`src/rtl/ysyx_24080006_axi_rd_slv_pkg.sv`:
```
`default_nettype none
// ============================================================================
//  Module      : ysyx_24080006_axi_rd_slv_pkg
//  Description : Shared types and constants for the AXI4 read-channel
//                responder: burst encodings, response codes, FSM states and
//                the AR/R channel bundles.
//  Revision    : 1.0  initial release
// ============================================================================
package ysyx_24080006_axi_rd_slv_pkg;

    typedef enum logic [1:0] {
        AXI_BURST_FIXED = 2'b00,
        AXI_BURST_INCR  = 2'b01,
        AXI_BURST_WRAP  = 2'b10
    } axi_burst_e;

    localparam logic [1:0] AXI_RESP_OKAY   = 2'b00;
    localparam logic [1:0] AXI_RESP_SLVERR = 2'b10;
    localparam logic [1:0] AXI_RESP_DECERR = 2'b11;

    typedef enum logic [1:0] {
        S_IDLE = 2'd0,
        S_WAIT = 2'd1,
        S_READ = 2'd2,
        S_RESP = 2'd3
    } rd_slv_fsm_e;

    // Master -> slave: AR channel plus R-channel ready
    typedef struct packed {
        logic        arvalid;
        logic [31:0] araddr;
        logic [3:0]  arid;
        logic [7:0]  arlen;
        logic [2:0]  arsize;
        logic [1:0]  arburst;
        logic        rready;
    } axi_r_m2s_t;

    // Slave -> master: AR ready plus R channel
    typedef struct packed {
        logic        arready;
        logic        rvalid;
        logic [31:0] rdata;
        logic [1:0]  rresp;
        logic        rlast;
        logic [3:0]  rid;
    } axi_r_s2m_t;

    // A burst is legal when its type is defined, beats are at most one word
    // wide and WRAP lengths are 2, 4, 8 or 16 beats.
    function automatic logic burst_legal(input logic [1:0] burst,
                                         input logic [2:0] size,
                                         input logic [7:0] len);
        logic wrap_len_ok;
        wrap_len_ok = (len == 8'd1) || (len == 8'd3) || (len == 8'd7) || (len == 8'd15);
        return (burst != 2'b11) && (size <= 3'd2) &&
               !((burst == AXI_BURST_WRAP) && !wrap_len_ok);
    endfunction

endpackage
`default_nettype wire

```
`src/rtl/ysyx_24080006_axi_rd_slv_if.sv`:
```
`default_nettype none
// ============================================================================
//  Module      : ysyx_24080006_axi_rd_slv_if
//  Description : AXI4 read-channel bundle (AR + R) between an initiator and
//                the read responder.
//  Revision    : 1.0  initial release
// ============================================================================
interface ysyx_24080006_axi_rd_slv_if;
    import ysyx_24080006_axi_rd_slv_pkg::*;

    axi_r_m2s_t r_m2s;
    axi_r_s2m_t r_s2m;

    modport master (output r_m2s, input  r_s2m);
    modport slave  (input  r_m2s, output r_s2m);

endinterface
`default_nettype wire

```
`src/rtl/ysyx_24080006_axi_rd_slv_burst_addr.sv`:
```
`default_nettype none
// ============================================================================
//  Module      : ysyx_24080006_axi_rd_slv_burst_addr
//  Description : Combinational burst address stepper. Produces the address of
//                the following beat and the response code for both the
//                current beat and the following beat (legality + range).
//  Revision    : 1.0  initial release
// ============================================================================
module ysyx_24080006_axi_rd_slv_burst_addr
    import ysyx_24080006_axi_rd_slv_pkg::*;
#(
    parameter logic [31:0] BASE_ADDR = 32'h3000_0000,
    parameter int          DEPTH     = 1024
) (
    input  logic [31:0] addr,
    input  logic [2:0]  size,
    input  logic [7:0]  len,
    input  logic [1:0]  burst,
    output logic [31:0] next_addr,
    output logic [1:0]  resp,
    output logic [1:0]  next_resp
);

    // Window size in bytes; 33 bits so BASE_ADDR + span never overflows
    localparam logic [32:0] C_SPAN = 33'(DEPTH) << 2;

    logic [31:0] w_step;
    logic [31:0] w_mask;
    logic [31:0] w_inc;
    logic        w_legal;

    // Address is inside the memory window when its offset from the base,
    // taken without wrap-around, is smaller than the window span
    function automatic logic in_range(input logic [31:0] a);
        logic [31:0] off;
        off = a - BASE_ADDR;
        return (a >= BASE_ADDR) && ({1'b0, off} < C_SPAN);
    endfunction

    // Next-beat address for FIXED / INCR / WRAP, then classify both beats
    always_comb begin
        w_step  = 32'd1 << size;
        w_mask  = ((32'(len) + 32'd1) << size) - 32'd1;
        w_inc   = addr + w_step;
        w_legal = burst_legal(burst, size, len);
        case (burst)
            AXI_BURST_INCR: next_addr = w_inc;
            AXI_BURST_WRAP: next_addr = (addr & ~w_mask) | (w_inc & w_mask);
            default:        next_addr = addr;
        endcase
        if (!w_legal) begin
            resp      = AXI_RESP_SLVERR;
            next_resp = AXI_RESP_SLVERR;
        end else begin
            resp      = in_range(addr)      ? AXI_RESP_OKAY : AXI_RESP_DECERR;
            next_resp = in_range(next_addr) ? AXI_RESP_OKAY : AXI_RESP_DECERR;
        end
    end

endmodule
`default_nettype wire

```
`src/rtl/ysyx_24080006_axi_rd_slv.sv`:
```
`default_nettype none
// ============================================================================
//  Module      : ysyx_24080006_axi_rd_slv
//  Description : AXI4 read responder in front of a synchronous single-port
//                SRAM/ROM. Single outstanding burst, optional wait latency,
//                one beat per cycle, per-beat SLVERR/DECERR.
//  Revision    : 1.0  initial release
// ============================================================================
module ysyx_24080006_axi_rd_slv
    import ysyx_24080006_axi_rd_slv_pkg::*;
#(
    parameter logic [31:0] BASE_ADDR = 32'h3000_0000,
    parameter int          DEPTH     = 1024,
    parameter int          LATENCY   = 0
) (
    input  logic                       clock,
    input  logic                       reset,
    ysyx_24080006_axi_rd_slv_if.slave  axi,
    output logic                       mem_en,
    output logic [$clog2(DEPTH)-1:0]   mem_addr,
    input  logic [31:0]                mem_rdata
);

    localparam int AW = $clog2(DEPTH);

    rd_slv_fsm_e state_q,    state_d;
    logic [31:0] addr_q,     addr_d;
    logic [3:0]  id_q,       id_d;
    logic [7:0]  len_q,      len_d;
    logic [2:0]  size_q,     size_d;
    logic [1:0]  burst_q,    burst_d;
    logic [7:0]  beat_cnt_q, beat_cnt_d;
    logic [7:0]  wait_cnt_q, wait_cnt_d;
    logic        arready_q,  arready_d;
    logic        rvalid_q,   rvalid_d;
    logic [1:0]  rresp_q,    rresp_d;
    logic        rlast_q,    rlast_d;

    logic [31:0] w_next_addr;
    logic [1:0]  w_cur_resp;
    logic [1:0]  w_next_resp;
    logic        w_ar_hs;
    logic        w_r_hs;
    logic        w_sel_next;
    logic [31:0] w_mem_byte;

    ysyx_24080006_axi_rd_slv_burst_addr #(
        .BASE_ADDR (BASE_ADDR),
        .DEPTH     (DEPTH)
    ) u_burst_addr (
        .addr      (addr_q),
        .size      (size_q),
        .len       (len_q),
        .burst     (burst_q),
        .next_addr (w_next_addr),
        .resp      (w_cur_resp),
        .next_resp (w_next_resp)
    );

    assign w_ar_hs = axi.r_m2s.arvalid & arready_q;
    assign w_r_hs  = rvalid_q & axi.r_m2s.rready;

    // Next-state logic; the SRAM is read one cycle ahead of each beat, so on
    // an R handshake the following beat's address is presented immediately
    always_comb begin
        state_d    = state_q;
        addr_d     = addr_q;
        id_d       = id_q;
        len_d      = len_q;
        size_d     = size_q;
        burst_d    = burst_q;
        beat_cnt_d = beat_cnt_q;
        wait_cnt_d = wait_cnt_q;
        arready_d  = 1'b0;
        rvalid_d   = rvalid_q;
        rresp_d    = rresp_q;
        rlast_d    = rlast_q;
        mem_en     = 1'b0;
        w_sel_next = 1'b0;
        case (state_q)
            S_IDLE: begin
                arready_d = 1'b1;
                if (w_ar_hs) begin
                    addr_d     = axi.r_m2s.araddr;
                    id_d       = axi.r_m2s.arid;
                    len_d      = axi.r_m2s.arlen;
                    size_d     = axi.r_m2s.arsize;
                    burst_d    = axi.r_m2s.arburst;
                    beat_cnt_d = 8'd0;
                    arready_d  = 1'b0;
                    if (LATENCY > 0) begin
                        state_d    = S_WAIT;
                        wait_cnt_d = 8'(LATENCY - 1);
                    end else begin
                        state_d    = S_READ;
                    end
                end
            end
            S_WAIT: begin
                if (wait_cnt_q == 8'd0) begin
                    state_d = S_READ;
                end else begin
                    wait_cnt_d = wait_cnt_q - 8'd1;
                end
            end
            S_READ: begin
                mem_en   = (w_cur_resp == AXI_RESP_OKAY);
                state_d  = S_RESP;
                rvalid_d = 1'b1;
                rresp_d  = w_cur_resp;
                rlast_d  = (beat_cnt_q == len_q);
            end
            S_RESP: begin
                if (w_r_hs) begin
                    if (rlast_q) begin
                        rvalid_d  = 1'b0;
                        rlast_d   = 1'b0;
                        rresp_d   = AXI_RESP_OKAY;
                        arready_d = 1'b1;
                        state_d   = S_IDLE;
                    end else begin
                        addr_d     = w_next_addr;
                        beat_cnt_d = beat_cnt_q + 8'd1;
                        mem_en     = (w_next_resp == AXI_RESP_OKAY);
                        w_sel_next = 1'b1;
                        rresp_d    = w_next_resp;
                        rlast_d    = ((beat_cnt_q + 8'd1) == len_q);
                    end
                end
            end
            default: begin
                state_d = S_IDLE;
            end
        endcase
    end

    // Word index of the beat being fetched; low bits below a word are dropped
    assign w_mem_byte = (w_sel_next ? w_next_addr : addr_q) - BASE_ADDR;
    assign mem_addr   = AW'(w_mem_byte >> 2);

    // State, burst context and R-channel registers; reset aborts any burst
    always_ff @(posedge clock or negedge reset) begin
        if (!reset) begin
            state_q    <= S_IDLE;
            addr_q     <= 32'd0;
            id_q       <= 4'd0;
            len_q      <= 8'd0;
            size_q     <= 3'd0;
            burst_q    <= 2'd0;
            beat_cnt_q <= 8'd0;
            wait_cnt_q <= 8'd0;
            arready_q  <= 1'b0;
            rvalid_q   <= 1'b0;
            rresp_q    <= AXI_RESP_OKAY;
            rlast_q    <= 1'b0;
        end else begin
            state_q    <= state_d;
            addr_q     <= addr_d;
            id_q       <= id_d;
            len_q      <= len_d;
            size_q     <= size_d;
            burst_q    <= burst_d;
            beat_cnt_q <= beat_cnt_d;
            wait_cnt_q <= wait_cnt_d;
            arready_q  <= arready_d;
            rvalid_q   <= rvalid_d;
            rresp_q    <= rresp_d;
            rlast_q    <= rlast_d;
        end
    end

    // SRAM output holds while mem_en is low, so it can feed rdata directly
    assign axi.r_s2m = '{
        arready: arready_q,
        rvalid:  rvalid_q,
        rdata:   (rvalid_q && (rresp_q == AXI_RESP_OKAY)) ? mem_rdata : 32'd0,
        rresp:   rresp_q,
        rlast:   rlast_q,
        rid:     id_q
    };

endmodule
`default_nettype wire

```
`src/flat_wrapper.sv`:
```
// flat-port wrapper written by rule: the top's interface ports become plain ports
module ysyx_24080006_axi_rd_slv_flat import ysyx_24080006_axi_rd_slv_pkg::*;
#(
    parameter logic [31:0] BASE_ADDR = 32'h3000_0000,
    parameter int          DEPTH     = 1024,
    parameter int          LATENCY   = 0
)
  (clock, reset, mem_en, mem_addr, mem_rdata, axi_r_m2s, axi_r_s2m);
  ysyx_24080006_axi_rd_slv_if axi_i ();
  input  logic clock;
  input  logic reset;
  output logic mem_en;
  output logic [$clog2(DEPTH)-1:0] mem_addr;
  input  logic [31:0] mem_rdata;
  input wire logic [$bits(axi_i.r_m2s)-1:0] axi_r_m2s;
  output wire logic [$bits(axi_i.r_s2m)-1:0] axi_r_s2m;
  assign axi_i.r_m2s = axi_r_m2s;
  assign axi_r_s2m = axi_i.r_s2m;
  ysyx_24080006_axi_rd_slv #(.BASE_ADDR(BASE_ADDR), .DEPTH(DEPTH), .LATENCY(LATENCY)) u_core (.clock(clock), .reset(reset), .axi(axi_i), .mem_en(mem_en), .mem_addr(mem_addr), .mem_rdata(mem_rdata));
endmodule
```
`config.mk`:
```
export PLATFORM = sky130hd
export DESIGN_NAME = ysyx_24080006_axi_rd_slv_flat
export DESIGN_NICKNAME = d
export VERILOG_FILES = /design/src/rtl/ysyx_24080006_axi_rd_slv_pkg.sv /design/src/rtl/ysyx_24080006_axi_rd_slv_if.sv /design/src/rtl/ysyx_24080006_axi_rd_slv_burst_addr.sv /design/src/rtl/ysyx_24080006_axi_rd_slv.sv /design/src/flat_wrapper.sv
export SDC_FILE = /design/constraint.sdc
export NUM_CORES = 1
export LEC_CHECK = 0
export ABC_CLOCK_PERIOD_IN_PS = 5510
export BUFFER_PORTS_ARGS = -buffer_cell sky130_fd_sc_hd__clkbuf_2
export CAP_MARGIN = 20
export CELL_PAD_IN_SITES_DETAIL_PLACEMENT = 0
export CELL_PAD_IN_SITES_GLOBAL_PLACEMENT = 1
export CORE_ASPECT_RATIO = 0.8
export CORE_MARGIN = 1
export CORE_UTILIZATION = 42
export CTS_BUF_LIST = sky130_fd_sc_hd__clkbuf_16
export DETAILED_ROUTE_END_ITERATION = 6
export GPL_TIMING_DRIVEN = 0
export PLACE_DENSITY_LB_ADDON = 0.25
export RECOVER_POWER = 50
export SYNTH_ARGS = -nofsm -noshare
export SYNTH_HDL_FRONTEND = slang
export SYNTH_SLANG_ARGS = --single-unit
```
`constraint.sdc`:
```
create_clock -name clock -period 5.51 [get_ports clock]
set_clock_uncertainty 0.05 [all_clocks]
set_input_delay 0.2755 -clock clock [delete_from_list [all_inputs] [get_ports clock]]
set_output_delay 0.2755 -clock clock [all_outputs]
set_load 0.05 [all_outputs]
```
==> results.toml, run 1 <==
[die]
core-area_sq_um = 16710
die-area_sq_um = 17780
die_w_microns = 148.8
ios = 137
die-height_microns = 119.5
initial_utilization_pct = 43.35
rows = 42

[flow_run]
cap_viol_max_count = 2

[critical_path]
cp_data_required_time_ps = 5180
critPathMaxStageDelay_ps = 450
cp_slowest_cell = "dfrtp_2"
crit_start = "u_core.size_q[1]"
cp-start-kind = "flop"
path_class = "flop to output pin"
crit_path_end_kind = "output pin"
cp_cell_sequence = "buf_2 -> or2_2 -> nor2_2 -> ha_1 -> inv_1 -> fa_1 -> nand2b_1 -> a21oi_2 -> o22a_2 -> nand2_4 -> nor2_4 -> mux2_2 -> a22o_1 -> mux2i_4 -> nor4b_1 -> and4b_1 -> nand4_1 -> o31ai_2 -> buf_6"
worstPathArrival_ps = 5020
path_max_fanout = 10
r2r_start = "u_core.len_q[1]"

[cells_and_area]
final_common_cell = "clkbuf_2"
antenna_cells = 0
nets = 1219
final_util_pct = 52.43
syn2layout_area_growth_pct = 20.93
drive_above_1_share_pct = 21.11
post-route-cell-area_sq_um = 8761
nFillCells = 1684
layout_common_cells = "clkbuf_2, nand2_1, o21ai_0, nor2_1, dfrtp_1"

[placed_design]
pre_cts_ws_ps = -255.2
place_area_sq_um = 8248
io_buffers = 136
place.detailed.hpwl_mm = 20.22
gp_congestion = 0.9744

[power_and_ir_drop]
ir_drop_mv = 0.5396
pwr-share-seq_pct = 16.3
p_clk_share_pct = 9.9
p_sw_mw = 3.675
power_leakage_nw = 3.844
comb_power_share_pct = 73.9
internal-power_mw = 2.663
switching_share_pct = 57.98
design_power_total_mw = 6.338
p_per_area_nw_per_um2 = 723.5

[drt]
top_layer = "met4"
wl_met2_mm = 10.50
wl_mm = 26.45
dr_wl_met3_mm = 3.301
viasPerCell = 5.999
post_drt_wl_per_cell_microns = 19.84
num_vias = 7997
drtAntennaViolNets = 0
m1WireLength_mm = 12.31
drc = 0
first_pass_iters = 5
dr.first_iter.drc_count = 819

[global_route]
grt_pass1_vias = 7406
grt_pass1_wl_mm = 41.53
overflow = 0
antenna_found_initial = 0
grt_usage_pct = 30.36
grt_max_degree = 46

[synthesis]
syn-num-nets = 1061
async_flop_share_pct = 100.0
ys_ff_latch = 72
ys_warn_count = 0
ys_dominant_reg_cell = "dfrtp_1"
synth_enable_flop_cells = 0
ys_types = 79
avgSynthCellArea_sq_um = 7.618
yosysSeqAreaShare_pct = 24.87
synth_cells = 951
synth_area_sq_um = 7244

[clock_tree]
cts_tree = "yes"
clk_pin_slew_ps = 60
clock_latency_ps = 340
cts_htree_levels = 3
cts_sinks = 72
cts_root_buf = "clkbuf_16"
clockBufferDepth = 2
numCtsBuffers = 9

[hold_path]
min-delay-path-class = "primary input to flop"
worstHoldStart = "axi_r_m2s[17]"

[sta]
hold_viol = 0
setup_slack_ps = 163.8
fin_crit_sh_pct = 97.03
tightest_slew_ps = 2564
drv_slew = 75
fmax_mhz = 187.0
setup_violations = 0
layout_min_cycle_time_ps = 5346
hold_ws_ps = 115.6
slew_headroom_pct = -70.91

[outcome]
violations = "max-capacitance violations, max-slew violations"
outcome = "finished with violations"
## synthesized netlist by cell type, types with 10 or more instances
master | instances | share of area (%)
clkbuf_1 | 52 | 2.7
dfrtp_1 | 72 | 25
xnor2_1 | 24 | 2.9
and2_1 | 40 | 3.5
o21a_1 | 11 | 1.1
xor2_1 | 21 | 2.5
nand3_1 | 35 | 2.4
ha_1 | 24 | 4.1
nand2b_1 | 11 | 0.95
mux2i_1 | 21 | 2.9
nand2_1 | 113 | 5.9
and3_1 | 10 | 0.86
nor3_1 | 22 | 1.5
inv_1 | 28 | 1.5
nor4_1 | 19 | 1.6
a211oi_1 | 10 | 1.0
mux2_2 | 27 | 4.2
nand4_1 | 11 | 0.95
a21oi_1 | 61 | 4.2
o21ai_0 | 76 | 5.3
nor2_1 | 72 | 3.7
a21o_1 | 10 | 1.0
## through the flow
stage,cells,setup TNS [ps]
2_1_floorplan,951,0
3_3_place_gp,1307,-301.7
3_5_place_dp,1311,-255.2
4_1_cts,1328,0
5_1_grt,1333,-17.23
6_report,1333,0
## sequential cells by signal (all words and copies together) (netlist names)
register / count
u_core.addr_q: 32
u_core.arready_q: 1
u_core.beat_cnt_q: 8
u_core.burst_q: 2
u_core.id_q: 4
u_core.len_q: 8
u_core.rlast_q: 1
u_core.rresp_q: 2
u_core.rvalid_q: 1
u_core.size_q: 3
u_core.state_q: 2
u_core.wait_cnt_q: 8
## timing repair
item	in CTS	in global routing
resized for setup	16	34
pin swaps	2	7
buffers inserted	2	6
hold buffers	1	0
endpoints found under the hold margin	27	0
endpoints found under the setup margin	1	1
## routing by layer
metal	global-route usage, %	vias to the layer above
met3	8.582	34
met4	7.270	0
met5	0	-
met1	45.55	3724
li1	-	3794
met2	42.09	445
## critical path, delay by kind of cell, from the launching register on
kind            cells  cell delay [ps]
mux                 2              570
compound gates      4             1010
simple gates        8             1610
flops               1              450
buf+inv             3              460
fa+ha+maj           2              580
## path summary, 6_finish.rpt
path                                        endpoint  slack [ps]  cells after the start
worst max-delay path                          mem_en         160                     19
worst min-delay path                  u_core.id_q[3]         120                      2
worst max register to register     u_core.rresp_q[1]         830                     15
worst min register to register  u_core.wait_cnt_q[6]         420                      1
max in group asynchronous          u_core.rresp_q[0]        1510                      3
min in group asynchronous       u_core.wait_cnt_q[2]         800                      2
## final cells by class
type | count | area (sq um) | area share, %
sequential | 72 | 1805 | 20.61
multi-input combinational | 780 | 5191 | 59.25
buffer | 68 | 307.8 | 3.513
tap | 220 | 275.3 | 3.142
timing repair buffer | 149 | 762.0 | 8.698
clock inverter | 6 | 85.08 | 0.9712
clock buffer | 9 | 225.2 | 2.571
inverter | 29 | 108.9 | 1.242
## power by group through the flow
stage          clock (mW)  combinational, mW  sequential (mW)
2_1_floorplan           0               3.15            0.979
3_3_place_gp            0               4.40             1.01
3_5_place_dp            0               4.40             1.01
4_1_cts             0.631               4.47             1.01
5_1_grt             0.652               5.09             1.06
6_report            0.624               4.68             1.03
## kinds of logic after synthesis
group | synth area share [%]
DFF | 24.87
AOI/OAI and AO/OA | 25.15
muxes | 7.098
and+or+nand+nor | 27.31
buffers and inverters | 5.717
xor gates and xnor gates | 5.440
adders and majority gates | 4.421
Note: power is estimated with default switching activity, not from simulation.
==> run 2, diff against run 1 <==
--- a/config.mk
+++ b/config.mk
@@ -5,14 +5,14 @@
 export SDC_FILE = /design/constraint.sdc
 export NUM_CORES = 1
 export LEC_CHECK = 0
-export ABC_CLOCK_PERIOD_IN_PS = 5510
+export ABC_CLOCK_PERIOD_IN_PS = 4700
 export BUFFER_PORTS_ARGS = -buffer_cell sky130_fd_sc_hd__clkbuf_2
 export CAP_MARGIN = 20
 export CELL_PAD_IN_SITES_DETAIL_PLACEMENT = 0
 export CELL_PAD_IN_SITES_GLOBAL_PLACEMENT = 1
 export CORE_ASPECT_RATIO = 0.8
 export CORE_MARGIN = 1
-export CORE_UTILIZATION = 42
+export CORE_UTILIZATION = 38
 export CTS_BUF_LIST = sky130_fd_sc_hd__clkbuf_16
 export DETAILED_ROUTE_END_ITERATION = 6
 export GPL_TIMING_DRIVEN = 0
==> constraint.sdc (replaced) <==
create_clock -name clock -period 4.7 [get_ports clock]
set_clock_uncertainty 0.05 [all_clocks]
set_input_delay 0.235 -clock clock [delete_from_list [all_inputs] [get_ports clock]]
set_output_delay 0.235 -clock clock [all_outputs]
set_load 0.05 [all_outputs]
==> run 2 against run 1 <==
  * The flow finishes with violations (max-capacitance violations, max-slew violations, negative setup slack)
  * Power up 26%
  * Cell count up 5.3%
  * Flip-flop and latch count unchanged
  * Clock power up 11%
  * Die area up 10%
  * Register-to-register slack worse by 480 ps
  * Core utilization down 1.3 points
  * Hold slack worse by 33 ps
  * Clock-buffer cell count unchanged
  * Critical path type unchanged
  * Largest cell class unchanged
==> results.toml, run 2 (synthesized netlist as in run 1, its figures left out) <==
[outcome]
outcome = "finished with violations"
violations = "max-capacitance violations, max-slew violations, negative setup slack"

[power_and_ir_drop]
internal-power_mw = 3.434
p_per_area_nw_per_um2 = 847.3
p_clk_share_pct = 8.7
p_sw_mw = 4.538
pwr-share-seq_pct = 15.1
ir_drop_mv = 0.3934
design_power_total_mw = 7.972
switching_share_pct = 56.93
comb_power_share_pct = 76.3
power_leakage_nw = 4.113

[hold_path]
holdPathEnd = "u_core.len_q[7]"
min-delay-path-class = "primary input to flop"
worstHoldStart = "axi_r_m2s[13]"
hold_path_depth = 2

[sta]
hold_ws_ps = 82.57
fmax_mhz = 205.9
rsz0062_at_grt = "true"
layout_min_cycle_time_ps = 4857
setup_slack_ps = -157.4
slew_headroom_pct = -60.94
tightest_slew_ps = 2414
setup_violations = 1
fin_crit_sh_pct = 103.3
setup_tns_ps = -157.4
drv_slew = 51
hold_viol = 0

[cells_and_area]
syn2layout_area_growth_pct = 29.88
layout_common_cells = "clkbuf_2, nand2_1, o21ai_0, nor2_1, dfrtp_1"
final_util_pct = 51.17
largest_reg_flops = 32
fin_cells = 1404
final_common_cell = "clkbuf_2"
post-route-cell-area_sq_um = 9409
nFillCells = 1817
regMostFlops = "u_core.addr_q"
drive_above_1_share_pct = 26.85
nets = 1257
antenna_cells = 0

[global_route]
antenna_found_initial = 1
grt_max_degree = 51
grt_pass1_vias = 7585
overflow = 0
grt_pass1_wl_mm = 42.79
grt_usage_pct = 28.35

[clock_tree]
numCtsBuffers = 9
cts_sinks = 72
cts_htree_levels = 3
clockBufferDepth = 2
cts_root_buf = "clkbuf_16"
clock_latency_ps = 330
cts_tree = "yes"
clk_pin_slew_ps = 60

[critical_path]
cp_data_required_time_ps = 4410
path_max_fanout = 5
path_class = "flop to output pin"
worstPathArrival_ps = 4570
cp-start-kind = "flop"
rr_worst_depth = 16
r2r-end = "u_core.rresp_q[1]"
r2r_start = "u_core.len_q[1]"
rrSetupSlack_ps = 350
crit_path_end_kind = "output pin"

[die]
rows = 44
initial_utilization_pct = 39.40
die-area_sq_um = 19620
ios = 137
die_w_microns = 156.4
die-height_microns = 125.5
core-area_sq_um = 18390

[drt]
num_vias = 8204
post_drt_wl_per_cell_microns = 19.84
wl_mm = 27.85
first_pass_iters = 5
drc = 0
dr.first_iter.drc_count = 733
drtAntennaViolNets = 0
viasPerCell = 5.843

[placed_design]
dp.cells = 1343
pre_cts_ws_ps = -980.5
place.detailed.hpwl_mm = 20.92
io_buffers = 136
gp_congestion = 0.9621
place_area_sq_um = 8295

[flow_run]
cap_viol_max_count = 1
## run 2: layer usage
| layer | track usage [%] | share of wire [%] | wire [microns] |
|---|---|---|---|
| met1 | 41.32 | 47 | 12980 |
| met3 | 7.036 | 10 | 2793 |
| met2 | 41.70 | 42 | 11680 |
| met5 | 0 | 0.032 | 9 |
| met4 | 6.517 | 1.4 | 386 |
## run 2: worst max path at each step
stage,slack (ps),start,end,cells past startpoint
global route,-310,u_core.len_q[1],mem_en,18
CTS,-120,u_core.len_q[4],mem_en,18
detailed placement,-980,u_core.size_q[2],mem_en,20
finish,-160,u_core.len_q[1],mem_en,18
global placement,-1010,u_core.size_q[2],mem_en,20
floorplan,60,u_core.size_q[2],mem_en,19
## run 2: area by class of cell
type / instances / area, sq um / share of cell area, %
buffer: 69 / 372.9 / 3.963
inverter: 29 / 112.6 / 1.197
clock buffer: 9 / 225.2 / 2.394
multi-input combinational: 780 / 5443 / 57.85
tap: 253 / 316.6 / 3.364
timing repair buffer: 186 / 1065 / 11.32
sequential: 72 / 1807 / 19.20
clock inverter: 6 / 67.56 / 0.7181
## run 2: power by group through the flow
stage	Clock (mW)	Combinational (mW)	Sequential, mW
5_1_grt	0.724	6.52	1.22
2_1_floorplan	0	3.69	1.15
6_report	0.692	6.08	1.20
4_1_cts	0.700	5.82	1.18
3_3_place_gp	0	5.20	1.18
3_5_place_dp	0	5.19	1.19
## run 2: timing repair
item,in CTS,in global routing
resized for setup,102,15
hold buffers,1,0
setup buffers,41,3
endpoints found under the setup margin,11,1
pin swaps,27,9
endpoints found under the hold margin,22,0
## run 2: worst max-delay path: stages, from the launching register on
cell      delay (ps)
dfrtp_1          430
buf_6            160
nand3_4          160
xnor2_4          190
a211oi_2         290
or4bb_1          530
o41a_4           150
nor4_4           330
buf_6            150
and3_4           180
ha_4             130
a21oi_2           50
o32a_1           380
nor2_1           130
and3_1           190
and4b_1          200
nand4_1          150
o31ai_4          240
buf_8            180
==> run 3, diff against run 2 <==
--- a/config.mk
+++ b/config.mk
@@ -11,11 +11,10 @@
 export CELL_PAD_IN_SITES_DETAIL_PLACEMENT = 0
 export CELL_PAD_IN_SITES_GLOBAL_PLACEMENT = 1
 export CORE_ASPECT_RATIO = 0.8
-export CORE_MARGIN = 1
+export CORE_MARGIN = 2
 export CORE_UTILIZATION = 38
 export CTS_BUF_LIST = sky130_fd_sc_hd__clkbuf_16
 export DETAILED_ROUTE_END_ITERATION = 6
-export GPL_TIMING_DRIVEN = 0
 export PLACE_DENSITY_LB_ADDON = 0.25
 export RECOVER_POWER = 50
 export SYNTH_ARGS = -nofsm -noshare
==> run 3 against run 2 <==
  * Largest power group unchanged
  * Combinational power shrank 4.8%
  * First-iteration DRC count is 1.4% higher
  * The flow finishes with violations (max-capacitance violations, max-slew violations)
  * Cell count is 1.4% lower
==> results.toml, run 3 (synthesized netlist as in run 1, its figures left out) <==
[cells_and_area]
final_common_cell = "clkbuf_2"
drive_above_1_share_pct = 28.69
regMostFlops = "u_core.addr_q"
syn2layout_area_growth_pct = 28.12
fin_cells = 1384
layout_common_cells = "clkbuf_2, nand2_1, buf_4, o21ai_0"
largest_reg_flops = 32
final_util_pct = 49.35
nets = 1231
regArea_sq_um = 1808
multiInputGateArea_sq_um = 5346
nFillCells = 1879
antenna_cells = 0

[placed_design]
dp.cells = 1346
pre_cts_ws_ps = 78.66
place.detailed.hpwl_mm = 19.68
io_buffers = 136
gp_congestion = 1.002

[die]
core-area_sq_um = 18810
rows = 45
die-area_sq_um = 20190
ios = 137
die_w_microns = 158.4
initial_utilization_pct = 38.52
die-height_microns = 127.5

[outcome]
violations = "max-capacitance violations, max-slew violations"
outcome = "finished with violations"

[sta]
setup_tns_ps = 0
setup_slack_ps = 11.47
slew_headroom_pct = -23.37
layout_min_cycle_time_ps = 4689
fmax_mhz = 213.3
tightest_slew_ps = 1851
fin_crit_sh_pct = 99.76
hold_viol = 0
drv_slew = 73
rsz0062_at_grt = "true"
setup_violations = 0

[global_route]
overflow = 0
grt_pass1_vias = 7094
grt_max_degree = 73
antenna_found_initial = 0
grt_pass1_wl_mm = 40.54
grt_usage_pct = 26.10

[flow_run]
cap_viol_max_count = 1

[power_and_ir_drop]
p_per_area_nw_per_um2 = 838.5
power_leakage_nw = 4.124
design_power_total_mw = 7.782
ir_drop_mv = 0.7122

[drt]
post_drt_wl_per_cell_microns = 19.05
first_pass_iters = 5
viasPerCell = 5.703
dr.first_iter.drc_count = 743
wl_mm = 26.36
drc = 0
num_vias = 7893
drtAntennaViolNets = 0

[clock_tree]
cts_hold_buf = 0
clockBufferDepth = 2
cts_htree_levels = 3
cts_tree = "yes"
clock_latency_ps = 360
cts_sinks = 72
numCtsBuffers = 9
clk_pin_slew_ps = 70
cts_root_buf = "clkbuf_16"

[critical_path]
cp-start-kind = "flop"
crit_path_end_kind = "output pin"
cp_data_required_time_ps = 4410
path_class = "flop to output pin"
worstPathArrival_ps = 4400
path_max_fanout = 6

[hold_path]
min-delay-path-class = "primary input to flop"
[run 3: cell count changes in the layout (fill, tap and decap cells not counted), sizes merged]
cell | previous run | this run
clkbuf | 195 | 145
buf | 67 | 93
clkinv | 1 | 2
dlygate4sd3 | 1 | 0
clkdlybuf4s25 | 1 | 0
[run 3: area by class of cell]
class	count	share of cell area (%)
sequential	72	19.48
timing repair buffer	229	14.95
multi-input combinational	780	57.60
clock inverter	7	0.8493
clock buffer	9	2.427
tap	258	3.478
inverter	29	1.213
[run 3: path summary, 6_finish.rpt]
kind | start | slack [ps] | to | cells after the start
worst min register to register | u_core.wait_cnt_q[6] | 420 | u_core.wait_cnt_q[6] | 1
worst min-delay path | axi_r_m2s[17] | 60 | u_core.id_q[3] | 2
worst max register to register | u_core.len_q[0] | 470 | u_core.rresp_q[1] | 14
min in group asynchronous | reset | 330 | u_core.id_q[3] | 1
worst max-delay path | u_core.len_q[0] | 10 | mem_en | 16
max in group asynchronous | reset | 3050 | u_core.len_q[0] | 1
[run 3: worst max-delay path, stage by stage, from the launching register on]
cell,delay [ps]
dfrtp_2,510
ha_4,230
nand4_1,240
a21oi_4,270
o31ai_4,90
or4bb_1,500
o41a_4,150
nor4_4,370
buf_4,190
nand2_2,50
xor2_1,170
o2111ai_2,220
nor4b_4,310
buf_4,160
nand4_1,150
o31ai_4,270
buf_12,180
[run 3: repair_timing]
| item | CTS | global route |
|---|---|---|
| setup endpoints to repair | 1 | 1 |
| gates resized for setup | 37 | 36 |
| pin swaps | 19 | 20 |
| buffers inserted | 11 | 11 |
[run 3: per-stage QoR]
step	hold slack, ps	cell area, sq um
after floorplan	-110.6	7258
after global placement	402.5	8518
after detailed placement	396.3	8518
after CTS	12.22	9050
after global routing	55.90	9281
final	56.35	9281
[run 3: layer usage]
layer,vias to the layer above,routed length (microns),GRT usage (%)
met1,3692,12880,39.82
met2,365,10600,35.93
met5,-,0,0
met3,23,2589,8.039
met4,0,286,4.981
li1,3813,-,-
[run 3: power breakdown]
part / total, mW / switching [mW] / internal, mW
Clock: 0.747 / 0.330 / 0.418
Sequential: 1.24 / 0.371 / 0.872
Combinational: 5.79 / 3.64 / 2.15
Total: 7.78 / 4.35 / 3.44
